## config.mk

```make
export PLATFORM = sky130hd
export DESIGN_NAME = min_max_finder_param_flat
export DESIGN_NICKNAME = d
export VERILOG_FILES = /design/src/rtl/min_max_finder_param_if.sv /design/src/rtl/min_max_finder_param.sv /design/src/flat_wrapper.sv
export SDC_FILE = /design/constraint.sdc
export NUM_CORES = 1
export LEC_CHECK = 0
export BUFFER_PORTS_ARGS = -buffer_cell sky130_fd_sc_hd__clkbuf_2
export CAP_MARGIN = 20
export CORE_MARGIN = 1.5
export CORE_UTILIZATION = 50
export CTS_BUF_LIST = sky130_fd_sc_hd__clkbuf_4 sky130_fd_sc_hd__clkbuf_8
export DETAILED_ROUTE_END_ITERATION = 6
export PLACE_DENSITY = 0.68
export SLEW_MARGIN = 5
export SYNTH_ARGS = -nofsm -noshare
export SYNTH_HDL_FRONTEND = slang
export SYNTH_SLANG_ARGS = --single-unit
```

## constraint.sdc

```tcl
create_clock -name Clk -period 4.15 [get_ports Clk]
set_input_delay 0.2075 -clock Clk [delete_from_list [all_inputs] [get_ports Clk]]
set_output_delay 0.2075 -clock Clk [all_outputs]
set_load 0.02 [all_outputs]
```

## src/rtl/min_max_finder_param_if.sv

```systemverilog
// Bus bundle for min_max_finder_param: array write port, scan request/acknowledge
// and the registered scan results.
interface min_max_finder_param_if #(
  parameter int WIDTH = 8,
  parameter int DEPTH = 16
);
  localparam int AW = $clog2(DEPTH);

  // Handshake: Start (with Len) is accepted only while the finder is idle; Done stays
  // high with Max/Min/indices stable until Ack is seen while Done is high, which
  // returns the finder to idle. Start outside idle and Ack outside Done are ignored.
  logic             Wr_En;
  logic [AW-1:0]    Wr_Addr;
  logic [WIDTH-1:0] Wr_Data;
  logic             Start;
  logic [AW:0]      Len;
  logic             Ack;
  logic [WIDTH-1:0] Max;
  logic [WIDTH-1:0] Min;
  logic [AW-1:0]    Max_Idx;
  logic [AW-1:0]    Min_Idx;
  logic             Done;

  modport master (
    output Wr_En, Wr_Addr, Wr_Data, Start, Len, Ack,
    input  Max, Min, Max_Idx, Min_Idx, Done
  );

  modport slave (
    input  Wr_En, Wr_Addr, Wr_Data, Start, Len, Ack,
    output Max, Min, Max_Idx, Min_Idx, Done
  );
endinterface

```

## src/rtl/min_max_finder_param.sv

```systemverilog
// Scans the first Len entries of an internal DEPTH x WIDTH array and reports the
// largest/smallest element with their lowest indices; one-hot state is exported.
module min_max_finder_param #(
  parameter int WIDTH  = 8,
  parameter int DEPTH  = 16,
  parameter bit SIGNED = 1'b0,
  localparam int AW    = $clog2(DEPTH)
) (
  input  logic Clk,
  input  logic Reset_n,
  min_max_finder_param_if.slave bus,
  output logic Qi,
  output logic Ql,
  output logic Qc,
  output logic Qd
);

  typedef enum logic [3:0] {
    INI  = 4'b0001,
    LOAD = 4'b0010,
    CMP  = 4'b0100,
    DONE = 4'b1000
  } state_t;

  localparam logic [AW:0] DEPTH_N = (AW+1)'(DEPTH);

  state_t           state, state_next;
  logic [WIDTH-1:0] mem [DEPTH];
  logic [AW-1:0]    idx;
  logic [AW:0]      n;
  logic [WIDTH-1:0] max_r, min_r;
  logic [AW-1:0]    max_idx_r, min_idx_r;
  logic [WIDTH-1:0] cur;
  logic             last;

  assign cur  = mem[idx];
  assign last = ({1'b0, idx} == n - 1'b1);

  function automatic logic greater(input logic [WIDTH-1:0] a, input logic [WIDTH-1:0] b);
    if (SIGNED) return $signed(a) > $signed(b);
    else        return a > b;
  endfunction

  always_ff @(posedge Clk or negedge Reset_n) begin
    if (!Reset_n) state <= INI;
    else          state <= state_next;
  end

  always_comb begin
    state_next = state;
    unique case (state)
      INI:     if (bus.Start) state_next = LOAD;
      LOAD:    state_next = (n == (AW+1)'(1)) ? DONE : CMP;
      CMP:     if (last) state_next = DONE;
      DONE:    if (bus.Ack) state_next = INI;
      default: state_next = INI;
    endcase
  end

  // Array contents survive reset; writes only land while idle.
  always_ff @(posedge Clk) begin
    if (state == INI && bus.Wr_En && ({1'b0, bus.Wr_Addr} < DEPTH_N))
      mem[bus.Wr_Addr] <= bus.Wr_Data;
  end

  always_ff @(posedge Clk or negedge Reset_n) begin
    if (!Reset_n) begin
      max_r     <= '0;
      min_r     <= '0;
      max_idx_r <= '0;
      min_idx_r <= '0;
      idx       <= '0;
      n         <= '0;
    end else begin
      unique case (state)
        INI: begin
          idx <= '0;
          if (bus.Start)
            n <= (bus.Len == '0 || bus.Len > DEPTH_N) ? DEPTH_N : bus.Len;
        end
        LOAD: begin
          max_r     <= mem[0];
          min_r     <= mem[0];
          max_idx_r <= '0;
          min_idx_r <= '0;
          idx       <= (AW)'(1);
        end
        CMP: begin
          // Strict compares so ties keep the earlier index.
          if (greater(cur, max_r)) begin
            max_r     <= cur;
            max_idx_r <= idx;
          end
          if (greater(min_r, cur)) begin
            min_r     <= cur;
            min_idx_r <= idx;
          end
          if (!last) idx <= idx + 1'b1;
        end
        default: ;
      endcase
    end
  end

  assign bus.Max     = max_r;
  assign bus.Min     = min_r;
  assign bus.Max_Idx = max_idx_r;
  assign bus.Min_Idx = min_idx_r;
  assign bus.Done    = (state == DONE);

  assign Qi = state[0];
  assign Ql = state[1];
  assign Qc = state[2];
  assign Qd = state[3];

endmodule
```

## src/flat_wrapper.sv

```systemverilog
// flat-port wrapper written by rule: the top's interface ports become plain ports
module min_max_finder_param_flat 
#(
  parameter int WIDTH  = 8,
  parameter int DEPTH  = 16,
  parameter bit SIGNED = 1'b0,
  localparam int AW    = $clog2(DEPTH)
)
  (Clk, Reset_n, Qi, Ql, Qc, Qd, bus_Wr_En, bus_Wr_Addr, bus_Wr_Data, bus_Start, bus_Len, bus_Ack, bus_Max, bus_Min, bus_Max_Idx, bus_Min_Idx, bus_Done);
  min_max_finder_param_if #(.WIDTH(WIDTH), .DEPTH(DEPTH)) bus_i ();
  input  logic Clk;
  input  logic Reset_n;
  output logic Qi;
  output logic Ql;
  output logic Qc;
  output logic Qd;
  input wire logic [$bits(bus_i.Wr_En)-1:0] bus_Wr_En;
  input wire logic [$bits(bus_i.Wr_Addr)-1:0] bus_Wr_Addr;
  input wire logic [$bits(bus_i.Wr_Data)-1:0] bus_Wr_Data;
  input wire logic [$bits(bus_i.Start)-1:0] bus_Start;
  input wire logic [$bits(bus_i.Len)-1:0] bus_Len;
  input wire logic [$bits(bus_i.Ack)-1:0] bus_Ack;
  output wire logic [$bits(bus_i.Max)-1:0] bus_Max;
  output wire logic [$bits(bus_i.Min)-1:0] bus_Min;
  output wire logic [$bits(bus_i.Max_Idx)-1:0] bus_Max_Idx;
  output wire logic [$bits(bus_i.Min_Idx)-1:0] bus_Min_Idx;
  output wire logic [$bits(bus_i.Done)-1:0] bus_Done;
  assign bus_i.Wr_En = bus_Wr_En;
  assign bus_i.Wr_Addr = bus_Wr_Addr;
  assign bus_i.Wr_Data = bus_Wr_Data;
  assign bus_i.Start = bus_Start;
  assign bus_i.Len = bus_Len;
  assign bus_i.Ack = bus_Ack;
  assign bus_Max = bus_i.Max;
  assign bus_Min = bus_i.Min;
  assign bus_Max_Idx = bus_i.Max_Idx;
  assign bus_Min_Idx = bus_i.Min_Idx;
  assign bus_Done = bus_i.Done;
  min_max_finder_param #(.WIDTH(WIDTH), .DEPTH(DEPTH), .SIGNED(SIGNED)) u_core (.Clk(Clk), .Reset_n(Reset_n), .bus(bus_i), .Qi(Qi), .Ql(Ql), .Qc(Qc), .Qd(Qd));
endmodule
```

* Yosys cells after proc, flatten, opt, wreduce, memory -nomap -nowiden
Memories as Yosys holds them, arrays and structs flattened.
Index checks and enable logic that the tools add are counted.
** Cells by class
- Multiplexer cells :: 20
- Add/subtract/negate cells :: 2
- $lt $le $gt $ge :: 3
- Reductions and logical operators :: 10
- Equal/unequal tests :: 12
** Operators with widths (count)
- one-hot mux 8 bit (2 select lines) :: 2
- two-way mux 4 bit :: 7
- > comparator 8 bit :: 2
- two-way mux 8 bit :: 2
- one-hot mux 4 bit (2 select lines) :: 2
- one-hot mux 4 bit (4 select lines) :: 1
- one-hot mux 4 bit (3 select lines) :: 1
- AND reduction 2 bit :: 4
- != test 2 x 1 -> 1 bit (second input constant) :: 3
- != test 2 bit (second input constant) :: 3
- == test 4 x 5 -> 1 bit :: 1
- == test 5 x 1 -> 1 bit (second input constant) :: 1
- > comparator 5 bit (second input constant) :: 1
- logical NOT 5 bit :: 1
- two-way mux 5 bit :: 1
- subtractor 5 x 1 -> 5 bit (second input constant) :: 1
- adder 4 x 1 -> 4 bit (second input constant) :: 1
- == test 4 x 1 -> 1 bit (second input constant) :: 1
- == test 4 x 2 -> 1 bit (second input constant) :: 1
- == test 4 x 3 -> 1 bit (second input constant) :: 1
- == test 4 bit (second input constant) :: 1
- two-way mux 1 bit :: 4
- AND reduction 3 bit :: 1
- nonzero test 3 bit :: 1
- 3 further kinds :: 3
** Storage, ports and cells
- Output and inout port bits :: 29
- Flip-flop bits (word level) :: 37
- Memories :: 1
- Logic and storage cells :: 55
- Bits of input ports :: 22
- RAM bits :: 128
** Memories
- u_core.mem :: depth 16, width 8, read ports 2, clocked after memory_dff 0, wr ports 1, line min_max_finder_param.sv:28 : logic [WIDTH-1:0] mem [DEPTH];

* Depth between registers and ports, before layout
An unclocked memory read counts as a cell.
- Depth after elaboration :: 5
- Mapped depth :: 16
- Depth with buffers taken out :: 13

* Worst setup path before layout
OpenSTA, ideal clock, no wires.
- Path type :: register to register
- Start point :: reg u_core.idx[0]
- End point :: reg u_core.max_r[1] (netlist: u_core.bus.Max[1])
- Required time :: 4025 ps
- Period minus slack after synthesis :: 3311 ps
- Setup time :: 125 ps
- Cell stages (with the launch flop) :: 15
- Path buffers :: 3
- Setup slack :: 839 ps
- Arrival time :: 3186 ps
- Cell sequence :: dfrtp_1 -> buf_6 -> buf_12 -> mux4_2 -> mux2_2 -> o21ai_0 -> inv_1 -> ha_1 -> nor2b_1 -> o21ai_0 -> nand2b_1 -> a21oi_1 -> o311ai_1 -> buf_4 -> mux2_2
** On the way
- Longest elaborated chain between the ends :: 5
- Elaborated cells on any way between the ends :: 7
- Classes of those cells :: order compare (1); eq/ne (1); mux (3); reduce/logical (1); memory (1)
** RTL lines
- start: declaration :: line min_max_finder_param.sv:29 : logic [AW-1:0] idx;
- start signal: assignment :: line min_max_finder_param.sv:86 : idx <= (AW)'(1);
- start signal: assignment :: line min_max_finder_param.sv:98 : if (!last) idx <= idx + 1'b1;
- memory read (16 x 8 bit) (*)
- > comparator 8 bit :: line min_max_finder_param.sv:41 : else return a > b;
- two-way mux 1 bit :: line min_max_finder_param.sv:75 : unique case (state)
- != test 2 x 1 -> 1 bit (no source line)
- AND reduction 2 bit (no source line)
- end signal: assignment :: line min_max_finder_param.sv:82 : max_r <= mem[0];
- end signal: assignment :: line min_max_finder_param.sv:91 : max_r <= cur;
- end: declaration :: line min_max_finder_param.sv:31 : logic [WIDTH-1:0] max_r, min_r;
Every way passes the cells marked *; elsewhere a longest branch is shown, timed or not. The select of a mux whose other input is x is not followed.
A chain may end at the register's enable or synchronous reset.

* Final worst setup path
- Start point :: reg u_core.idx[0]
- End point :: reg u_core.min_idx_r[1] (netlist: u_core.bus.Min_Idx[1])
** On the way
- Longest elaborated chain between the ends :: 5
** RTL lines
- memory read (16 x 8 bit)
- > comparator 8 bit :: line min_max_finder_param.sv:41
- two-way mux 1 bit :: line min_max_finder_param.sv:75
- != test 2 x 1 -> 1 bit (no source line)
- AND reduction 2 bit (no source line)
- end signal: assignment :: line min_max_finder_param.sv:96 : min_idx_r <= idx;
- end: declaration :: line min_max_finder_param.sv:32 : logic [AW-1:0] max_idx_r, min_idx_r;
No other way between the ends. The select of a mux whose other input is x is not followed.

==> metrics.md <==
| Metric | Value |
|---|---|
| IO Count | `51` |
| WL final | `15,100 um` |
| VDD IR max | `210 uV` |
| Crit path arrival time | `4220 ps` |
| Comb power frac | `25.8%` |
| Die area | `15,400 um^2` |
| Clock sinks | `165` |
| DR iter-0 viols | `355` |
| Largest net degree at the start of global routing | `38` |
| CP max stage delay | `820 ps` |
| DRC Markers | `0` |
| Register area share after synthesis | `65.0%` |
| Final Hold Viols | `0` |
| Clk pwr share | `27.9%` |
| Warning count from the yosys run | `0` |
| Max_slew headroom | `28.5%` |
| Sw frac | `31.0%` |
| CTS tree | `yes` |
| Bufs and invs on worst path | `2` |
| Layout Skew | `10.2 ps` |
| FF+latch area | `4770 um^2` |
| Total grt overflow | `0` |
| Dominant cells by area after synthesis | `edfxtp_1 52%, dfrtp_1 12%, mux2_2 7.1%` |
| Crit-path max FO | `16` |
| Delay-heaviest family, CP | `compound AO/OA/AOI/OAI gates` |
| Vias/cell | `5.74` |
| Top FF cell, synth | `edfxtp_1` |
| Most common cell in the netlist | `edfxtp_1` |
| Pwr Density | `541 nW/um^2` |
| Slew @ Worst Pin | `1070 ps` |
| Period utilization | `93.4%` |
| TNS Setup | `0 ps` |
| Die height | `124 um` |
| CTS Buf Count | `17` |
| Final WS setup | `275 ps` |
| Sw power | `1400 uW` |
| Area occupied by multi-input gates | `2370 um^2` |
| Setup violators final | `0` |
| First-pass GRT wire length | `22,700 um` |
| Number of global-route vias before repair | `4,120` |
| Core ar. | `14,400 um^2` |
| Post-synth EDFFs | `128` |
| CP max stage cell | `o21ai_1` |
| CP Launch Type | `register` |
| Final HPWL DP | `10,500 um` |
| Synth cell types | `49` |
| Drt wl/cell | `20.1 um` |
| Worst EP required | `4490 ps` |
| WS Path Type | `reg -> reg` |
| Filler Cell Count | `1,117` |
| Initial antenna violation count | `0` |
| Worst slack, placed | `229 ps` |
| Final net count | `594` |
| Yosys reg bits | `165` |
| Clock root buffer master | `clkbuf_8` |
| RSZ-0062 raised after global routing | `false` |
| Vias | `4,302` |
| Share of post-route cells with drive strength above 1 | `28.7%` |
| Status | `completed` |
| Max-slew violations | `0` |
| Std-Cell Rows | `44` |
| CP Capture Type | `register` |
| Clk slew on worst S/H paths | `80 ps` |
| ANT cells | `0` |
| Layout area overhead | `13.9%` |
| Internal Power | `3120 uW` |
| Post-synth top area share | `52.4%` |
| Cell taking the most area after synthesis | `edfxtp_1` |
| Syn Std Cell Area | `7340 um^2` |
| Input/output buffers | `50` |
| Clock Path Buffers | `2` |
| HP Class | `in -> reg` |
| Tmin final | `3870 ps` |
| Final ANT Viol Nets | `0` |
| Commonest cells post-synth | `128 x edfxtp_1, 46 x mux2_2, 36 x dfrtp_1` |
| Register share of total power | `46.3%` |
| Avg Cell Area, Syn | `15.3 um^2` |
| Highest Clock Rate | `258 MHz` |
| Overall routing resource usage | `20.7%` |
| Synthesized instance count | `479` |
| Drt pass-1 iters | `5` |
| H-tree levels | `4` |
| Worst skew pair latency | `460 ps` |
| Die width | `124 um` |
| Leakage power | `0.00313 uW` |
| GP Congestion | `0.819` |
| Max-cap violations | `0` |
| Synthesized Nets | `521` |
| Initial Util | `50.9%` |
| Synth async-reset ratio | `22.4%` |
| Crit path cell chain | `buf_12, buf_4, mux2i_1, a221o_1, nand2_1, o21ai_0, ha_1, nor2b_1, o211ai_1, a21oi_1, a211oi_1, o21ai_1, mux2_2` |
==> final cells by class <==
| cell class | count | share of cell area [%] |
|---|---|---|
| Clock inverter | 15 | 2.41 |
| Timing Repair Buffer | 74 | 5.54 |
| Clock buffer | 17 | 2.80 |
| Inverter | 23 | 1.03 |
| Multi-Input combinational cell | 271 | 28.4 |
| Sequential cell | 165 | 57.1 |
| Tap cell | 184 | 2.75 |
==> tightest hold or removal path: cells and delay by family <==
family / cells / cell delay, ps
buf+inv: 1 / 90
simple gates: 1 / 80
compound gates: 1 / 70
==> per-layer routing <==
metal	global-route usage, %	wire length (um)
met4	8.38	296
met1	29.5	7210
met5	0	0
met2	32.0	7030
met3	3.34	552
==> through the flow <==
step / area, um^2 / total power, uW / std cells / hold slack, ps / utilization (%)
4_1_cts: 8360 / 4550 / 749 / 13.2 / 57.9
5_1_grt: 8360 / 4740 / 749 / 57.8 / 57.9
3_3_place_gp: 7890 / 3260 / 714 / 376 / 54.7
6_report: 8360 / 4520 / 749 / 29.1 / 57.9
2_1_floorplan: 7340 / 2920 / 479 / -88.1 / -
3_5_place_dp: 7890 / 3300 / 714 / 387 / 54.7
==> what timing repair did <==
item,in CTS,in global routing
hold endpoints to repair,37,0
resized for setup,0,0
setup buffers,0,0
hold buffers,3,0
==> power groups by stage <==
| stage | clock network (uW) | logic, uW | registers [uW] |
|---|---|---|---|
| finish | 1260 | 1170 | 2090 |
| global route | 1340 | 1290 | 2120 |
| CTS | 1280 | 1180 | 2090 |
| detailed placement | 0 | 1170 | 2130 |
| global placement | 0 | 1140 | 2120 |
| floorplan | 0 | 747 | 2180 |
==> path summary, 6_finish.rpt <==
path,startpoint,endpoint,cells past startpoint,slack (ps)
min in group asynchronous,Reset_n,u_core.bus.Min[4],2,410
max in group asynchronous,Reset_n,u_core.idx[0],2,3120
worst max-delay path,u_core.idx[0],u_core.bus.Min_Idx[1],13,280
worst min-delay path,bus_Len[1],u_core.n[1],3,30
worst max register to register,u_core.idx[0],u_core.bus.Min_Idx[1],13,280
worst min register to register,u_core.bus.Min_Idx[0],u_core.bus.Min_Idx[0],1,510
==> placed cells by master, fill, tap and decap left out, types with 17 or more instances in the layout <==
cell type,instances
mux2_2,46
a221o_1,17
inv_1,23
clkbuf_8,17
clkbuf_2,50
ha_1,20
o21ai_0,19
nand2_1,27
mux2i_1,20
buf_4,19
dfrtp_1,35
nor2_1,26
edfxtp_1,128
==> sequential cells by signal (all words and copies together) (netlist names) <==
name,count
u_core.bus.Max,8
u_core.bus.Max_Idx,4
u_core.bus.Min,8
u_core.bus.Min_Idx,4
u_core.idx,4
u_core.mem,128
u_core.n,5
u_core.state,4
==> cell families (layout without fill, tap and decap cells) <==
family	count (synthesis)	after routing	share of synthesized area (%)
AOI/OAI and AO/OA	66	66	6.29
xor gates and xnor gates	6	6	0.716
adders and majority gates	20	20	3.41
buffers and inverters	43	129	2.78
DFF	165	165	65.0
muxes	82	82	15.1
and+or+nand+nor	97	97	6.67
Note: power is estimated with default switching activity, not from simulation.
